--- src/rtl/div_pkg.sv ---
// rtl/div_pkg.sv - shared types and constants for the sequential divider
package div_pkg;

    typedef enum logic [1:0] {
        IDLE = 2'd0,
        CALC = 2'd1,
        FIX  = 2'd2
    } div_state_t;

    // Iteration counter must be able to hold WIDTH itself.
    function automatic int cnt_width(input int width);
        return $clog2(width + 1);
    endfunction

    // Quotient reported on divide-by-zero; sliced down to WIDTH by the user.
    localparam logic [63:0] DIV_ZERO_Q = '1;

endpackage

--- src/rtl/div_seq_if.sv ---
// rtl/div_seq_if.sv - request/result bundle between the CPU control FSM and div_seq
interface div_seq_if #(
    parameter int WIDTH = 32
);
    logic             ena;
    logic             start;
    logic             sign;
    logic [WIDTH-1:0] dividend;
    logic [WIDTH-1:0] divisor;
    logic [WIDTH-1:0] q;
    logic [WIDTH-1:0] r;
    logic             busy;
    logic             done;
    logic             div_zero;

    modport master (
        output ena, start, sign, dividend, divisor,
        input  q, r, busy, done, div_zero
    );

    modport slave (
        input  ena, start, sign, dividend, divisor,
        output q, r, busy, done, div_zero
    );
endinterface

--- src/rtl/div_restoring_step.sv ---
// rtl/div_restoring_step.sv - one combinational restoring-division iteration
module div_restoring_step #(
    parameter int WIDTH = 32
) (
    input  logic [WIDTH-1:0] rem,
    input  logic [WIDTH-1:0] quo,
    input  logic [WIDTH-1:0] divisor,
    output logic [WIDTH-1:0] next_rem,
    output logic [WIDTH-1:0] next_quo
);
    // The shifted remainder is kept WIDTH+1 bits wide so its top bit survives
    // the compare; the subtract borrow (diff MSB) doubles as "rem < divisor".
    logic [WIDTH:0] shifted;
    logic [WIDTH:0] diff;

    assign shifted  = {rem, quo[WIDTH-1]};
    assign diff     = shifted - {1'b0, divisor};
    assign next_rem = diff[WIDTH] ? shifted[WIDTH-1:0] : diff[WIDTH-1:0];
    assign next_quo = {quo[WIDTH-2:0], ~diff[WIDTH]};
endmodule

--- src/rtl/div_seq.sv ---
// rtl/div_seq.sv - multicycle restoring divider; DIV_SIGNED_EN enables signed mode
module div_seq
    import div_pkg::*;
#(
    parameter int WIDTH = 32
) (
    input  logic      clock,
    input  logic      reset,
    div_seq_if.slave  bus
);
    localparam int CNT_W = cnt_width(WIDTH);

    div_state_t       state;
    div_state_t       state_nx;
    logic [CNT_W-1:0] cnt;
    logic [WIDTH-1:0] rem;
    logic [WIDTH-1:0] quo;
    logic [WIDTH-1:0] dvs;
    logic [WIDTH-1:0] dvd_raw;
    logic             dz;
    logic [WIDTH-1:0] q_reg;
    logic [WIDTH-1:0] r_reg;
    logic             busy_reg;
    logic             done_reg;
    logic             dz_reg;

    logic [WIDTH-1:0] step_rem;
    logic [WIDTH-1:0] step_quo;
    logic [WIDTH-1:0] a_mag;
    logic [WIDTH-1:0] b_mag;
    logic [WIDTH-1:0] q_fix;
    logic [WIDTH-1:0] r_fix;

`ifdef DIV_SIGNED_EN
    logic neg_q;
    logic neg_r;
    logic a_neg;
    logic b_neg;

    assign a_neg = bus.sign & bus.dividend[WIDTH-1];
    assign b_neg = bus.sign & bus.divisor[WIDTH-1];
    assign a_mag = a_neg ? -bus.dividend : bus.dividend;
    assign b_mag = b_neg ? -bus.divisor  : bus.divisor;
    assign q_fix = neg_q ? -quo : quo;
    assign r_fix = neg_r ? -rem : rem;
`else
    logic unused_sign;

    assign unused_sign = bus.sign;
    assign a_mag       = bus.dividend;
    assign b_mag       = bus.divisor;
    assign q_fix       = quo;
    assign r_fix       = rem;
`endif

    div_restoring_step #(.WIDTH(WIDTH)) u_step (
        .rem      (rem),
        .quo      (quo),
        .divisor  (dvs),
        .next_rem (step_rem),
        .next_quo (step_quo)
    );

    // State register.
    always_ff @(posedge clock) begin
        if (reset) state <= IDLE;
        else       state <= state_nx;
    end

    // Next state: a zero divisor skips the iterations and goes straight to FIX.
    always_comb begin
        state_nx = state;
        if (!bus.ena) begin
            state_nx = IDLE;
        end else begin
            case (state)
                IDLE:    if (bus.start) state_nx = (bus.divisor == '0) ? FIX : CALC;
                CALC:    if (cnt == CNT_W'(WIDTH - 1)) state_nx = FIX;
                FIX:     state_nx = IDLE;
                default: state_nx = IDLE;
            endcase
        end
    end

    // Datapath and result registers; done is a registered one-cycle pulse
    // that lands together with the new q/r.
    always_ff @(posedge clock) begin
        if (reset) begin
            cnt      <= '0;
            rem      <= '0;
            quo      <= '0;
            dvs      <= '0;
            dvd_raw  <= '0;
            dz       <= 1'b0;
            q_reg    <= '0;
            r_reg    <= '0;
            busy_reg <= 1'b0;
            done_reg <= 1'b0;
            dz_reg   <= 1'b0;
`ifdef DIV_SIGNED_EN
            neg_q    <= 1'b0;
            neg_r    <= 1'b0;
`endif
        end else begin
            done_reg <= 1'b0;
            if (!bus.ena) begin
                busy_reg <= 1'b0;
            end else begin
                case (state)
                    IDLE: begin
                        if (bus.start) begin
                            rem      <= '0;
                            quo      <= a_mag;
                            dvs      <= b_mag;
                            dvd_raw  <= bus.dividend;
                            dz       <= (bus.divisor == '0);
                            cnt      <= '0;
                            busy_reg <= 1'b1;
`ifdef DIV_SIGNED_EN
                            neg_q    <= a_neg ^ b_neg;
                            neg_r    <= a_neg;
`endif
                        end
                    end
                    CALC: begin
                        rem <= step_rem;
                        quo <= step_quo;
                        cnt <= cnt + 1'b1;
                    end
                    FIX: begin
                        if (dz) begin
                            q_reg  <= DIV_ZERO_Q[WIDTH-1:0];
                            r_reg  <= dvd_raw;
                            dz_reg <= 1'b1;
                        end else begin
                            q_reg  <= q_fix;
                            r_reg  <= r_fix;
                            dz_reg <= 1'b0;
                        end
                        busy_reg <= 1'b0;
                        done_reg <= 1'b1;
                    end
                    default: busy_reg <= 1'b0;
                endcase
            end
        end
    end

    assign bus.q        = q_reg;
    assign bus.r        = r_reg;
    assign bus.busy     = busy_reg;
    assign bus.done     = done_reg;
    assign bus.div_zero = dz_reg;
endmodule

--- src/flat_wrapper.sv ---
// flat-port wrapper written by rule: the top's interface ports become plain ports
module div_seq_flat import div_pkg::*;
#(
    parameter int WIDTH = 32
)
  (clock, reset, bus_ena, bus_start, bus_sign, bus_dividend, bus_divisor, bus_q, bus_r, bus_busy, bus_done, bus_div_zero);
  div_seq_if #(.WIDTH(WIDTH)) bus_i ();
  input  logic clock;
  input  logic reset;
  input wire logic [$bits(bus_i.ena)-1:0] bus_ena;
  input wire logic [$bits(bus_i.start)-1:0] bus_start;
  input wire logic [$bits(bus_i.sign)-1:0] bus_sign;
  input wire logic [$bits(bus_i.dividend)-1:0] bus_dividend;
  input wire logic [$bits(bus_i.divisor)-1:0] bus_divisor;
  output wire logic [$bits(bus_i.q)-1:0] bus_q;
  output wire logic [$bits(bus_i.r)-1:0] bus_r;
  output wire logic [$bits(bus_i.busy)-1:0] bus_busy;
  output wire logic [$bits(bus_i.done)-1:0] bus_done;
  output wire logic [$bits(bus_i.div_zero)-1:0] bus_div_zero;
  assign bus_i.ena = bus_ena;
  assign bus_i.start = bus_start;
  assign bus_i.sign = bus_sign;
  assign bus_i.dividend = bus_dividend;
  assign bus_i.divisor = bus_divisor;
  assign bus_q = bus_i.q;
  assign bus_r = bus_i.r;
  assign bus_busy = bus_i.busy;
  assign bus_done = bus_i.done;
  assign bus_div_zero = bus_i.div_zero;
  div_seq #(.WIDTH(WIDTH)) u_core (.clock(clock), .reset(reset), .bus(bus_i));
endmodule
--- config.mk ---
export PLATFORM = sky130hd
export DESIGN_NAME = div_seq_flat
export DESIGN_NICKNAME = d
export VERILOG_FILES = /design/src/rtl/div_pkg.sv /design/src/rtl/div_seq_if.sv /design/src/rtl/div_restoring_step.sv /design/src/rtl/div_seq.sv /design/src/flat_wrapper.sv
export SDC_FILE = /design/constraint.sdc
export NUM_CORES = 1
export LEC_CHECK = 0
export BUFFER_PORTS_ARGS = -buffer_cell sky130_fd_sc_hd__buf_2
export CORE_MARGIN = 2
export CORE_UTILIZATION = 45
export CTS_CLUSTER_DIAMETER = 30
export DETAILED_ROUTE_END_ITERATION = 8
export PLACE_DENSITY = 0.65
export SLEW_MARGIN = 20
export SYNTH_ARGS = -nofsm -noshare
export SYNTH_HDL_FRONTEND = slang
export SYNTH_SLANG_ARGS = --single-unit
--- constraint.sdc ---
create_clock -name clock -period 3.9 [get_ports clock]
set_input_delay 0.39 -clock clock [delete_from_list [all_inputs] [get_ports clock]]
set_output_delay 0.39 -clock clock [all_outputs]
set_load 0.02 [all_outputs]
==> impl_metrics.yaml <==
status:
  status: "complete, no violations"
global_route:
  grt_max_degree: 75
  grt_usage: 0.226
  grt-ovfl-total: 0
  antenna_found_initial: 1
  grt_pass1_wl_um: 40800
  grt_pass1_vias: 8191
sta:
  fin_crit_ns: 3.37
  setup_viol: 0
  final.setup_skew_ns: 0.0150
  setup_tns_ns: 0
  fin_crit_sh: 0.864
  drv_slew: 0
  hold_viol: 0
  worst_pin_slew_ns: 0.937
  relSlewSlack: 0.376
  max_freq_mhz: 297
  rsz0062_at_grt: "false"
logic_synthesis:
  synth_cells: 1163
  yosys-top-cells-area: "dfxtp_1, nand2_1, a21oi_1"
  synth_xor_area_frac: 0.0240
  synthAdderAreaFrac: 0.0456
  ys_seq_elements: 204
  synth_top_cell_area_share: 0.430
  ys.flop_type: "dfxtp_1"
  ys_types: 60
  avgSynthCellArea_um2: 8.16
  synth_edf_count: 0
  synth_compound_area_frac: 0.190
  yosysWarnings: 0
  synth_mux_area_frac: 0.0643
  async_reset_ff_frac: 0
  syn-num-nets: 1266
  yosys.area.top_type: "dfxtp_1"
  synth_top_family_by_area: "simple AND/OR/NAND/NOR gates"
  synthSimpleGateAreaFrac: 0.193
  syn_area_um2: 9490
  seq_area_frac_synth: 0.430
clocking:
  h-tree-depth: 2
  cts_buffers: 40
  clk_latency_ns: 0.51
  cts.clk_slew.worst_paths_ns: 0.05
  postCtsSetupRepairBufs: 0
  clock_sinks: 204
  cts_tree: "done"
  hold_buffers: 0
  cts.path.max_buffers: 3
  cts_resized: 0
  root_buffer: "clkbuf_16"
layout:
  drive_above_1_share: 0.174
  area_growth_syn_to_layout_pct: 23.2
  antenna_cells: 0
  fin_area_um2: 11700
  fill_cells: 1971
  fin_nets: 1379
drt:
  vias_per_cell: 5.41
  vias: 8540
  route.detailed.drc: 0
  ant_nets: 0
  dr.first_iter.drc_count: 526
  dr.pass1.iters: 5
  wirelength_um: 25200
  wl_per_cell_um: 15.9
floorplanning:
  initial_core_util: 0.454
  fp.coreArea_um2: 20900
  die_width_um: 149
  io_pins: 136
  die_h_um: 149
  core.rowCount: 53
  dieArea_um2: 22300
min_path:
  holdCritStartpoint: "bus_divisor[7]"
  hold_class: "primary input to flip-flop"
  worstHoldPathCells: 3
  hold_end: "u_core.dvs[7]"
critical_path:
  rr_startpoint: "u_core.q_fix[31]"
  critPathCaptureType: "flip-flop"
  r2r_end: "u_core.r_fix[7]"
  required_ns: 4.30
  r2r_cells: 14
  arrival_ns: 3.77
  crit_type: "flip-flop to flip-flop"
  start_kind: "flip-flop"
  cp_max_fo: 35
  r2r_slack_ns: 0.53
placed_design:
  portBuffers: 134
  dpl_cell_area_um2: 10400
  globalplace.congestion: 0.870
  hpwl_um: 17400
job:
  drv_cap: 0
power:
  leakagePower_nw: 4.56
  power_density_nw_per_um2: 532
  irDropWorstVdd_v: 0.000302
## worst max path at each step
stage               cells after the start  slack [ns]              from                to
detailed placement                     14        0.53  u_core.q_fix[31]   u_core.r_fix[7]
floorplan                              14        1.11  u_core.q_fix[31]   u_core.r_fix[7]
CTS                                    14        0.51  u_core.q_fix[31]   u_core.r_fix[7]
finish                                 14        0.53  u_core.q_fix[31]   u_core.r_fix[7]
global placement                       14        0.55  u_core.q_fix[31]   u_core.r_fix[7]
global route                           14        0.22  u_core.q_fix[31]  u_core.r_fix[26]
## report_power, final
| part | leakage [nW] | switching [mW] | internal (mW) |
|---|---|---|---|
| sequential | 1.65 | 0.0432 | 2.15 |
| combinational | 2.27 | 0.396 | 0.273 |
| clock | 0.630 | 1.12 | 2.23 |
| total | 4.56 | 1.56 | 4.66 |
## synth_stat cells (2+ instances only)
library cell    n
o31ai_1         2
and3b_1         3
and2_1          3
a211oi_1       35
buf_1           9
a221o_1         2
a22oi_1        31
nand3b_1        2
clkbuf_1       62
ha_1           33
o2bb2ai_1       2
o21a_1          3
or3_1           4
o21ai_1        28
nor2_1         91
buf_4           4
mux2i_1        61
xnor2_1        10
inv_1          47
o21ai_0        17
nor4_1         11
nand4_1         9
nand2_1       189
xor2_1         16
dfxtp_1       204
a21oi_1       128
a311oi_1        3
nand3_1        10
nor2b_1         5
o21bai_1        2
a21o_1         12
and3_1          5
nand2b_1        7
o211ai_1        9
o41ai_1         2
nand4b_1        2
nor3_1         74
a31oi_1         4
## cells by family after synthesis
kind of cell,Yosys count
AND/OR/NAND/NOR,419
AO/OA/AOI/OAI,293
flip-flops,204
buffers and inverters,126
multiplexers,61
adder cells (fa/ha/maj),34
XOR/XNOR,26
## layout by cell type (no fill, tap or decap), drive strengths merged, types with 3 or more instances in the layout
master / Yosys / layout
clkbuf: 62 / 49
nor2: 91 / 91
a21o: 12 / 12
or3: 4 / 4
nor3: 74 / 74
clkinvlp: 0 / 8
nand4: 9 / 9
nor4: 11 / 11
a211oi: 35 / 35
a311oi: 3 / 3
o211ai: 9 / 9
dfxtp: 204 / 204
a21oi: 128 / 128
a22oi: 31 / 31
bufinv: 0 / 4
and2: 4 / 4
nand2b: 7 / 7
inv: 48 / 52
ha: 33 / 33
o21a: 3 / 3
a31oi: 4 / 4
o21ai: 45 / 45
nand2: 189 / 189
xor2: 16 / 16
mux2i: 61 / 61
nand3: 10 / 10
xnor2: 10 / 10
and3b: 3 / 3
buf: 15 / 148
nor2b: 5 / 5
and3: 5 / 5
clkinv: 1 / 7
## per-layer routing
layer / global-route usage / share of wire / up-vias / routed length (µm)
li1: - / - / 4318 / -
met1: 0.296 / 0.45 / 3963 / 11400
met2: 0.381 / 0.47 / 215 / 11900
met3: 0.0364 / 0.050 / 42 / 1260
met4: 0.0733 / 0.024 / 2 / 613
met5: 0 / 0.00052 / - / 13
## stage by stage
stage | total power [mW] | cells | hold WS, ns | utilization | setup slack (ns)
after global placement | 2.89 | 1509 | 0.443 | 0.496 | 0.549
after detailed placement | 2.90 | 1509 | 0.446 | 0.496 | 0.526
final | 6.22 | 1580 | 0.134 | 0.560 | 0.531
after floorplan | 2.72 | 1163 | 0.436 | - | 1.11
after CTS | 6.28 | 1580 | 0.120 | 0.560 | 0.509
after global routing | 6.45 | 1580 | 0.142 | 0.560 | 0.223
## worst max-delay path: stages, from the launching register on
cell,delay [ns]
dfxtp_1,0.31
inv_1,0.09
ha_1,0.17
inv_1,0.05
fa_1,0.42
a21oi_1,0.22
o221ai_2,0.17
o311ai_1,0.26
nand2_1,0.17
a21oi_1,0.32
a221oi_2,0.17
xor2_4,0.27
buf_12,0.27
nor2_1,0.08
a221o_1,0.26
## layout make-up
cell class | instances | area (µm²) | area share
clock inverters | 22 | 264 | 0.0226
repair buffers | 148 | 803 | 0.0687
clock buffers | 49 | 1070 | 0.0919
inverters | 49 | 184 | 0.0157
flip-flops and latches | 204 | 4090 | 0.349
well taps | 275 | 344 | 0.0294
multi-input cells | 833 | 4940 | 0.422
(Power assumes the default switching activity.)
